<file path="src/rtl/sar_adc_pkg.sv">
// Shared types and defaults for the successive-approximation ADC controller.
package sar_adc_pkg;

  localparam int SAR_N_BITS_DEF        = 8;
  localparam int SAR_SAMPLE_CYCLES_DEF = 2;

  typedef enum logic [1:0] {
    ST_IDLE,
    ST_SAMPLE,
    ST_CONVERT,
    ST_DONE
  } sar_state_e;

endpackage

</file>
<file path="src/rtl/sar_bit_sel.sv">
// One-hot trial-bit selector: loaded with the MSB, walks toward the LSB one
// position per trial; its bit 0 marks the final trial.
module sar_bit_sel #(
  parameter int N_BITS = 8
) (
  input  logic              clk,
  input  logic              rst_n,
  input  logic              load,
  input  logic              shift,
  output logic [N_BITS-1:0] sel,
  output logic              last
);

  localparam logic [N_BITS-1:0] MSB_ONEHOT = {1'b1, {(N_BITS-1){1'b0}}};

  always_ff @(posedge clk or negedge rst_n) begin
    if (!rst_n) begin
      sel <= '0;
    end else if (load) begin
      sel <= MSB_ONEHOT;
    end else if (shift) begin
      sel <= sel >> 1;
    end
  end

  assign last = sel[0];

endmodule

</file>
<file path="src/rtl/sar_adc_ctrl.sv">
// SAR conversion controller: sample phase, then one binary-search decision per
// clock MSB first, ending in a registered result and a one-cycle done pulse.
module sar_adc_ctrl
  import sar_adc_pkg::*;
#(
  parameter int N_BITS        = SAR_N_BITS_DEF,
  parameter int SAMPLE_CYCLES = SAR_SAMPLE_CYCLES_DEF
) (
  input  logic              clk_i,
  input  logic              rst_ni,
  input  logic              start_i,
  input  logic              cmp_i,
  output logic              sample_o,
  output logic [N_BITS-1:0] dac_code_o,
  output logic              busy_o,
  output logic              done_o,
  output logic [N_BITS-1:0] data_o
);

  localparam int                CNT_W      = $clog2(SAMPLE_CYCLES + 1);
  localparam logic [CNT_W-1:0]  CNT_LAST   = CNT_W'(SAMPLE_CYCLES);
  localparam logic [CNT_W-1:0]  CNT_FIRST  = CNT_W'(1);
  localparam logic [N_BITS-1:0] MSB_ONEHOT = {1'b1, {(N_BITS-1){1'b0}}};

  sar_state_e        state;
  logic [CNT_W-1:0]  cnt;
  logic [N_BITS-1:0] decided;
  logic [N_BITS-1:0] next_decided;
  logic [N_BITS-1:0] sel;
  logic              last;
  logic              load;
  logic              shift;

  assign load  = (state == ST_SAMPLE) && (cnt == CNT_LAST);
  assign shift = (state == ST_CONVERT);

  // The comparator decides the bit currently on trial; all other bits keep.
  assign next_decided = cmp_i ? (decided | sel) : decided;

  sar_bit_sel #(
    .N_BITS(N_BITS)
  ) u_bit_sel (
    .clk  (clk_i),
    .rst_n(rst_ni),
    .load (load),
    .shift(shift),
    .sel  (sel),
    .last (last)
  );

  always_ff @(posedge clk_i or negedge rst_ni) begin
    if (!rst_ni) begin
      state      <= ST_IDLE;
      cnt        <= '0;
      decided    <= '0;
      sample_o   <= 1'b0;
      busy_o     <= 1'b0;
      done_o     <= 1'b0;
      dac_code_o <= '0;
      data_o     <= '0;
    end else begin
      case (state)
        ST_IDLE: begin
          dac_code_o <= '0;
          done_o     <= 1'b0;
          if (start_i) begin
            state    <= ST_SAMPLE;
            sample_o <= 1'b1;
            busy_o   <= 1'b1;
            cnt      <= CNT_FIRST;
            decided  <= '0;
          end
        end
        ST_SAMPLE: begin
          if (cnt == CNT_LAST) begin
            state      <= ST_CONVERT;
            sample_o   <= 1'b0;
            dac_code_o <= MSB_ONEHOT;
          end else begin
            cnt <= cnt + 1'b1;
          end
        end
        ST_CONVERT: begin
          decided <= next_decided;
          if (last) begin
            state      <= ST_DONE;
            busy_o     <= 1'b0;
            done_o     <= 1'b1;
            dac_code_o <= next_decided;
            data_o     <= next_decided;
          end else begin
            // Next trial presents the decided bits plus the next lower bit.
            dac_code_o <= next_decided | (sel >> 1);
          end
        end
        ST_DONE: begin
          state      <= ST_IDLE;
          done_o     <= 1'b0;
          dac_code_o <= '0;
        end
        default: state <= ST_IDLE;
      endcase
    end
  end

endmodule

</file>
<file path="config.mk">
export PLATFORM = sky130hd
export DESIGN_NAME = sar_adc_ctrl
export DESIGN_NICKNAME = d
export VERILOG_FILES = /design/src/rtl/sar_adc_pkg.sv /design/src/rtl/sar_bit_sel.sv /design/src/rtl/sar_adc_ctrl.sv
export SDC_FILE = /design/constraint.sdc
export NUM_CORES = 1
export LEC_CHECK = 0
export ABC_AREA = 1
export BUFFER_PORTS_ARGS = -buffer_cell sky130_fd_sc_hd__buf_2
export CORE_UTILIZATION = 50
export DETAILED_ROUTE_END_ITERATION = 10
export HOLD_SLACK_MARGIN = 0.08
export PLACE_DENSITY_LB_ADDON = 0.12
export SYNTH_ARGS = -nofsm -noshare
export SYNTH_HDL_FRONTEND = slang
export SYNTH_SLANG_ARGS = --single-unit
</file>
<file path="constraint.sdc">
create_clock -name clk_i -period 2.57 [get_ports clk_i]
set_input_delay 0.1285 -clock clk_i [delete_from_list [all_inputs] [get_ports clk_i]]
set_output_delay 0.1285 -clock clk_i [all_outputs]
set_load 0.01 [all_outputs]
</file>
==> impl_metrics.ini, run 1 <==
[run_status]
status = finished clean

[clock_tree]
cts_inserted_buffers = 5
clk_pin_slew_worst_paths_ns = 0.08
htreeDepth = 2
clock_path_buffers = 2
post_cts.repair.setup_buffers = 0
tritoncts_clock_tree = built
cts_root_buf = clkbuf_8
clock_insertion_delay_worst_skew_ns = 0.29
numClockSinks = 39

[finish]
n_antenna_cell = 0
final_layout_size_suffix_gt1_frac = 0.184
footprint_of_the_flip_flops_and_latches_um2 = 976
area_used_by_multi_input_combinational_logic_um2 = 762
finish.net_count = 263
layout-area-overhead-vs-synth_pct = 13.4
fillers = 329
finalNonFillerCells = 301

[floorplanning]
core-area_um2 = 3470
row_count = 21
top_level_ports = 23
die_span_in_x_um = 63.3
chipHeight_um = 63.3
die_area_um2 = 4000
initial_utilization = 0.541

[critical_path]
timing.critical_path.from_type = register
critical_path_required_ns = 2.73
critical_path.reg2reg.endpoint = decided[3]
criticalPathCategory = register to register
worst_setup_path_end_kind = register
timing.reg2reg.setup_slack_ns = 1.03
timing.reg2reg.worst_path_depth = 8
worst-endpoint-arrival_ns = 1.70
crit_fanout = 11
reg_to_reg_startpoint = state[0]

[timing]
final.period_utilization = 0.598
clock_skew_ns = 0.00862
report.final.slew_viol_count = 0
fin_crit_ns = 1.54
tightestPinTransition_ns = 0.833
post_route_worst_hold_slack_ns = 0.146
setup_viol = 0
slew_headroom = 0.445
rsz_0062_raised_after_global_routing = false
achievable-frequency_mhz = 651
hold_violations = 0
setup-tns-final_ns = 0

[synthesis]
postSynthRegisterBits = 39
post_synth_fa_ha_maj_area_fraction = 0.0333
syn_area_um2 = 1880
syn-mean-instance-area_um2 = 8.23
post_synth_xor_area_fraction = 0
synth_top_cell_by_area = dfrtp_1
synth.yosys.warnings = 0
async_reset_ff_frac = 1.00
synth_top_cell_area_share = 0.520
yosysMostFrequentCell = nand2_1
most_instantiated_flip_flop_cell_in_the_synthesis_netlist = dfrtp_1
synth-compound-area-share = 0.0633
synth.area.mux_share = 0
dominant_combinational_cell_family_by_area_after_synthesis = simple AND/OR/NAND/NOR gates
synthCells = 228
post_synth_most_frequent_cells = nand2_1 (99), dfrtp_1 (39), inv_1 (18)
synth_top_cells_by_area = dfrtp_1 (52%), nand2_1 (20%), nand3_1 (3.7%)
yosys.area_share.simple = 0.309
synth-edff-count = 0
netlist-cell-type-count = 21
synth.net_count = 237
synth.yosys.seq_area_share = 0.520

[hold_path]
timing.hold.worst.class = input pin to register
worst_min_delay_path_endpoint = sample_o
hp-start = start_i
min_path_cells = 3

[pwr]
total_leakage_power_nw = 1.19
finalPower_mw = 2.87
power_density_nw_per_um2 = 1350
vdd.ir_drop.worst_mv = 0.696

[route]
num_vias = 1478
drt_wl_total_um = 3710
via_density = 4.91
drt_pass1_iterations = 5
postRouteAntennaNets = 0
drt_first_iter_violations = 53
detail_route.drc_violations = 0
drt-wirelength-per-cell_um = 12.3

[placement]
placed_cells = 292
gp_congestion = 0.876
buffer_ports.inserted = 22
post-dp-hpwl_um = 2630

[global_route]
grt_first_pass_wirelength_um = 6420
grt_antenna_before_repair = 0
sum_of_overflow_across_all_layers_after_global_routing = 0
first_global_vias = 1398
largest_net_degree_at_the_start_of_global_routing = 40
grt.total_usage = 0.211

[run]
maxCapViolCount = 0
==> cell type report <==
type,count,share of cell area
Multi-Input combinational cell,161,0.358
Inverter,22,0.0400
Clock buffer,5,0.0323
Tap cell,46,0.0270
Clock inverter,3,0.0206
Sequential cell,39,0.459
Timing Repair Buffer,25,0.0635
==> cell usage in the layout, fill, tap and decap left out, types with 2 or more instances in the layout <==
| master | count |
|---|---|
| nand2_1 | 99 |
| dfrtp_1 | 39 |
| buf_2 | 22 |
| inv_1 | 18 |
| nand3_1 | 14 |
| o21ai_1 | 10 |
| o21ai_0 | 10 |
| nor2_1 | 7 |
| ha_1 | 5 |
| clkbuf_8 | 5 |
| nand2_2 | 4 |
| inv_2 | 3 |
| nor2_4 | 3 |
| a21oi_1 | 2 |
| nand2_4 | 2 |
| nand3b_1 | 2 |
| buf_4 | 2 |
==> power breakdown <==
group	total, mW	internal [mW]	switching [mW]
Clock	0.509	0.289	0.220
Combinational	1.26	0.457	0.807
Sequential	1.09	0.891	0.204
Total	2.87	1.64	1.23
==> timing repair <==
action | in CTS | in global routing
hold endpoints to repair | 39 | 0
gates resized for setup | 0 | 0
hold buffers | 1 | 0
==> sequential cells by signal, indices dropped and copies added, names as in the netlist <==
register and count:
cnt 2, dac_code_o 8, done_o 1, state 2
u_bit_sel.sel 8, busy_o 1, sample_o 1, data_o 8
decided 8
==> per-stage QoR <==
step,setup WS [ns],cell area (um2),utilization
after floorplan,1.32,1880,-
after global placement,1.13,2010,0.578
after detailed placement,1.07,2010,0.578
after CTS,1.04,2130,0.614
after global routing,0.909,2130,0.614
final,1.03,2130,0.614
==> cells by family after synthesis <==
kind of cell    Yosys count
compound gates           23
fa+ha+maj                 5
buf+inv                  28
flops                    39
simple gates            133
==> per-layer routing <==
layer / global-route usage / up-vias / wire [um]
li1: - / 761 / -
met2: 0.328 / 23 / 1670
met4: 0.0824 / 0 / 87
met3: 0.0562 / 9 / 102
met5: 0 / - / 0
met1: 0.279 / 685 / 1850
==> worst max path at each step <==
| stage | from | endpoint | slack (ns) | cells after the start |
|---|---|---|---|---|
| 2_1_floorplan | state[0] | decided[0] | 1.32 | 7 |
| 3_3_place_gp | state[0] | decided[0] | 1.13 | 8 |
| 3_5_place_dp | state[0] | decided[2] | 1.07 | 8 |
| 4_1_cts | state[0] | decided[3] | 1.04 | 8 |
| 5_1_grt | state[0] | decided[2] | 0.91 | 8 |
| 6_report | state[0] | decided[3] | 1.03 | 8 |
==> critical path, stage by stage, from the launching register on <==
cell and delay (ns):
dfrtp_1 0.40, inv_1 0.13, ha_1 0.18, buf_4 0.18
inv_2 0.10, nand2_1 0.10, nand2_2 0.14, nand2_1 0.08
o21ai_0 0.09
(Power assumes the default switching activity.)
==> run 2: changes to the inputs <==
==> constraint.sdc (replaced) <==
create_clock -name clk_i -period 1.4 [get_ports clk_i]
set_input_delay 0.07 -clock clk_i [delete_from_list [all_inputs] [get_ports clk_i]]
set_output_delay 0.07 -clock clk_i [all_outputs]
set_load 0.01 [all_outputs]
==> run 2 against run 1 <==
Compared with the run above:
- sequential power rose by 83%
- core utilization rose by 3.4 points
- flip-flop and latch count did not move
- fmax rose by 15%
- cell area rose by 5.6%
- clock power rose by 62%
- die area did not move
- via count rose by 4.3%
==> impl_metrics.ini, run 2 (synthesis gave the netlist of run 1 again) <==
[timing]
final.period_utilization = 0.957
tightestPinTransition_ns = 0.482
post_route_worst_hold_slack_ns = 0.0862
rsz_0062_raised_after_global_routing = true
clock_skew_ns = 0.00740
fin_crit_ns = 1.34
report.final.slew_viol_count = 0
post-route-worst-setup-slack_ns = 0.0605
hold_violations = 0
achievable-frequency_mhz = 747
slew_headroom = 0.679
setup_viol = 0

[hold_path]
worst_min_delay_path_endpoint = sample_o
hp-start = start_i
timing.hold.worst.class = input pin to register
min_path_cells = 3

[finish]
final_common_cell = nand2_1
area_used_by_multi_input_combinational_logic_um2 = 805
layout-area-overhead-vs-synth_pct = 19.7
layout_common_cells = nand2_1 (99), dfrtp_1 (38), buf_2 (22)
finish.net_count = 271
post-route-util = 0.648
footprint_of_the_flip_flops_and_latches_um2 = 977
n_antenna_cell = 0
final_layout_size_suffix_gt1_frac = 0.228
fillers = 318

[floorplanning]
initial_utilization = 0.541
die_area_um2 = 4000
die_span_in_x_um = 63.3
chipHeight_um = 63.3
core-area_um2 = 3470
row_count = 21
top_level_ports = 23

[critical_path]
criticalPathCategory = register to register
worst_setup_path_end_kind = register
timing.reg2reg.worst_path_depth = 8
reg_to_reg_startpoint = state[0]
worst-endpoint-arrival_ns = 1.50
critical_path.reg2reg.endpoint = decided[0]
timing.reg2reg.setup_slack_ns = 0.06
crit_fanout = 8
timing.critical_path.from_type = register
critical_path_required_ns = 1.56

[global_route]
largest_net_degree_at_the_start_of_global_routing = 40
grt.total_usage = 0.215
sum_of_overflow_across_all_layers_after_global_routing = 0
first_global_vias = 1503
grt_first_pass_wirelength_um = 6640
grt_antenna_before_repair = 0

[clock_tree]
clock_path_buffers = 2
clk_pin_slew_worst_paths_ns = 0.08
htreeDepth = 2
clock_insertion_delay_worst_skew_ns = 0.29
tritoncts_clock_tree = built
numClockSinks = 39
cts_root_buf = clkbuf_8
cts_inserted_buffers = 5

[route]
postRouteAntennaNets = 0
drt-wirelength-per-cell_um = 12.9
num_vias = 1541
drt_first_iter_violations = 60
detail_route.drc_violations = 0
via_density = 4.99
drt_pass1_iterations = 4
drt_wl_total_um = 4000

[pwr]
power_density_nw_per_um2 = 2480
vdd.ir_drop.worst_mv = 1.35
finalPower_mw = 5.58
total_leakage_power_nw = 1.23

[run]
maxCapViolCount = 0

[placement]
gp_congestion = 0.807
post-dp-hpwl_um = 2800
buffer_ports.inserted = 22
preCtsSetupSlack_ns = -0.0550

[run_status]
status = finished clean
==> run 2: cell types whose count changed in the layout (fill, tap and decap cells not counted), moves of 2 or more <==
| cell | before | now |
|---|---|---|
| buf_4 | 2 | 8 |
| ha_1 | 5 | 2 |
| ha_4 | 0 | 3 |
| buf_12 | 0 | 2 |
| clkbuf_8 | 5 | 7 |
| inv_1 | 18 | 16 |
==> run 2: area by class of cell <==
class                      instances  share of cell area
sequential                        39               0.435
clock buffer                       8              0.0445
multi-input combinational        161               0.358
inverter                          22              0.0390
timing repair buffer              33              0.0980
tap                               46              0.0256
==> run 2: critical path, cell delays in order (launching register included) <==
cell and delay [ns]:
dfrtp_2 0.41, inv_2 0.10, buf_12 0.11, ha_4 0.16, inv_2 0.06, nand2_1 0.12
nand2_4 0.10, nand2_1 0.07, o21ai_0 0.08
==> run 2: worst max path at each step <==
stage | from | end | slack [ns] | cells after the start
after CTS | state[0] | decided[0] | -0.01 | 7
final | state[0] | decided[0] | 0.06 | 8
after global placement | state[1] | dac_code_o[1] | 0.03 | 7
after floorplan | state[0] | decided[0] | 0.15 | 7
after detailed placement | state[0] | decided[0] | -0.05 | 7
after global routing | state[0] | decided[0] | -0.03 | 8
==> run 2: timing repair <==
item	in CTS	in global routing
gates resized for setup	2	9
endpoints found under the setup margin	15	21
hold buffers	1	0
buffers inserted	0	4
hold endpoints to repair	39	0
pin swaps	0	1
==> run 2: where the power goes <==
group | leakage, nW | total (mW) | internal, mW | switching [mW]
Clock | 0.0515 | 0.824 | 0.450 | 0.375
Sequential | 0.496 | 2.00 | 1.64 | 0.362
Combinational | 0.684 | 2.75 | 1.12 | 1.64
==> run 2: stage by stage <==
step           setup TNS, ns  cells  area (um2)
5_1_grt              -0.0749    309        2250
3_3_place_gp               0    296        2050
6_report                   0    309        2250
3_5_place_dp          -0.195    296        2050
2_1_floorplan              0    228        1880
4_1_cts              -0.0111    305        2160
==> run 2: layer usage <==
layer | GRT usage | routed length, um | vias up
li1 | - | - | 780
met1 | 0.274 | 1850 | 725
met2 | 0.364 | 1960 | 29
met3 | 0.0326 | 126 | 7
met4 | 0.0909 | 63 | 0
met5 | 0 | 0 | -
==> run 3: changes to the inputs <==
--- a/config.mk
+++ b/config.mk
@@ -11,6 +11,7 @@
 export DETAILED_ROUTE_END_ITERATION = 10
 export HOLD_SLACK_MARGIN = 0.08
 export PLACE_DENSITY_LB_ADDON = 0.12
+export RECOVER_POWER = 100
 export SYNTH_ARGS = -nofsm -noshare
 export SYNTH_HDL_FRONTEND = slang
 export SYNTH_SLANG_ARGS = --single-unit
==> run 3 against run 2 <==
Compared with the run above:
- flip-flop and latch count stayed put
- global-route usage did not move
- clock-buffer cell count stayed put
- critical path type unchanged
- sequential share of layout area up 0.51 points
- sequential power is essentially flat
- largest power group unchanged
- clock skew barely moved
- non-clock buffer count stayed put
==> impl_metrics.ini, run 3 (synthesis gave the netlist of run 1 again) <==
[critical_path]
criticalPathCategory = register to register
critical_path.max_stage_delay_ns = 0.41
crit_fanout = 8
critical_path_required_ns = 1.56
worst-endpoint-arrival_ns = 1.50
cp_num_buf_inv = 3
path_delay_family = flip-flops
timing.reg2reg.setup_slack_ns = 0.05
path_depth = 8
crit_slowest_cell = dfrtp_2
timing.reg2reg.worst_path_depth = 8
crit_path_cell_trace = inv_2, buf_12, ha_4, inv_2, nand2_1, nand2_4, nand2_1, o21ai_0
timing.critical_path.from_type = register
worst_setup_path_end_kind = register

[route]
drt_pass1_iterations = 4
postRouteAntennaNets = 0
drt_wl_total_um = 4020
drt_first_iter_violations = 60
detail_route.drc_violations = 0
via_density = 4.94
drt-wirelength-per-cell_um = 13.0
num_vias = 1526

[floorplanning]
initial_utilization = 0.541
core-area_um2 = 3470
chipHeight_um = 63.3
row_count = 21
die_span_in_x_um = 63.3
die_area_um2 = 4000
top_level_ports = 23

[timing]
achievable-frequency_mhz = 743
report.final.slew_viol_count = 0
post-route-worst-setup-slack_ns = 0.0545
final.period_utilization = 0.961
post_route_worst_hold_slack_ns = 0.0871
fin_crit_ns = 1.35
tightestPinTransition_ns = 0.945
setup_viol = 0
setup-tns-final_ns = 0
rsz_0062_raised_after_global_routing = true
slew_headroom = 0.370
hold_violations = 0
clock_skew_ns = 0.00790

[run]
maxCapViolCount = 0

[clock_tree]
cts_inserted_buffers = 5
tritoncts_clock_tree = built
clock_path_buffers = 2
cts_root_buf = clkbuf_8
numClockSinks = 39
clk_pin_slew_worst_paths_ns = 0.07
htreeDepth = 2
clock_insertion_delay_worst_skew_ns = 0.29

[finish]
layout-area-overhead-vs-synth_pct = 18.3
finalNonFillerCells = 309
n_antenna_cell = 0
fillers = 329
layout_common_cells = nand2_1 (99), dfrtp_1 (38), clkbuf_1 (20)
final_layout_size_suffix_gt1_frac = 0.156
finish.net_count = 271
final_common_cell = nand2_1

[placement]
preCtsSetupSlack_ns = -0.0550
placed_cells = 296
post-dp-hpwl_um = 2800
gp_congestion = 0.807
buffer_ports.inserted = 22

[global_route]
largest_net_degree_at_the_start_of_global_routing = 40
grt.total_usage = 0.215
sum_of_overflow_across_all_layers_after_global_routing = 0
grt_antenna_before_repair = 0
grt_first_pass_wirelength_um = 6640
first_global_vias = 1503

[pwr]
power_density_nw_per_um2 = 2490
total_leakage_power_nw = 1.16
finalPower_mw = 5.52
vdd.ir_drop.worst_mv = 1.35

[hold_path]
min_path_cells = 3
timing.hold.worst.class = input pin to register

[run_status]
status = finished clean
run 3: cell types whose count changed in the layout (fill, tap and decap cells not counted):
cell	delta
buf_2	-19
buf_4	-1
clkbuf_2	+1
clkbuf_1	+19
run 3: worst reg2reg max path, delay by kind of cell, from the launching register on:
| kind | cells | cell delay (ns) |
|---|---|---|
| DFF | 1 | 0.41 |
| buffers and inverters | 3 | 0.27 |
| and+or+nand+nor | 3 | 0.29 |
| AOI/OAI and AO/OA | 1 | 0.08 |
| adders and majority gates | 1 | 0.16 |
run 3: worst paths after layout:
| path | endpoint | start |
|---|---|---|
| worst max-delay path | decided[0] | state[0] |
| worst min-delay path | sample_o | start_i |
| worst max register to register | decided[0] | state[0] |
| worst min register to register | dac_code_o[2] | dac_code_o[2] |
| max in group asynchronous | state[0] | rst_ni |
| min in group asynchronous | data_o[4] | rst_ni |
run 3: repair_timing:
item	in CTS	in global routing
endpoints found under the hold margin	39	0
cloned	0	0
setup endpoints to repair	15	21
resized for setup	2	9
hold buffers	1	0
pin swaps	0	1
setup buffers	0	4
run 3: through the flow:
| step | utilization | cell area [um2] |
|---|---|---|
| floorplan | - | 1880 |
| global placement | 0.591 | 2050 |
| detailed placement | 0.591 | 2050 |
| CTS | 0.624 | 2160 |
| global route | 0.640 | 2220 |
| finish | 0.640 | 2220 |
run 3: power by group:
group | total (mW) | leakage (nW) | switching, mW | internal, mW
clock | 0.822 | 0.0515 | 0.373 | 0.450
sequential | 2.01 | 0.496 | 0.368 | 1.64
combinational | 2.69 | 0.615 | 1.64 | 1.05
total | 5.52 | 1.16 | 2.38 | 3.14
run 3: cell type report:
class | count | area, um2 | share of cell area
flip-flops and latches | 39 | 977 | 0.440
multi-input cells | 161 | 805 | 0.362
repair buffers | 33 | 194 | 0.0873
clock buffers | 8 | 100 | 0.0451
inverters | 22 | 87.6 | 0.0394
well taps | 46 | 57.6 | 0.0259
run 3: per-layer routing:
| layer | GRT usage | vias to the layer above | share of wire |
|---|---|---|---|
| met1 | 0.274 | 712 | 0.47 |
| met5 | 0 | - | 0 |
| met2 | 0.364 | 27 | 0.48 |
| met3 | 0.0326 | 7 | 0.030 |
| met4 | 0.0909 | 0 | 0.016 |
| li1 | - | 780 | - |
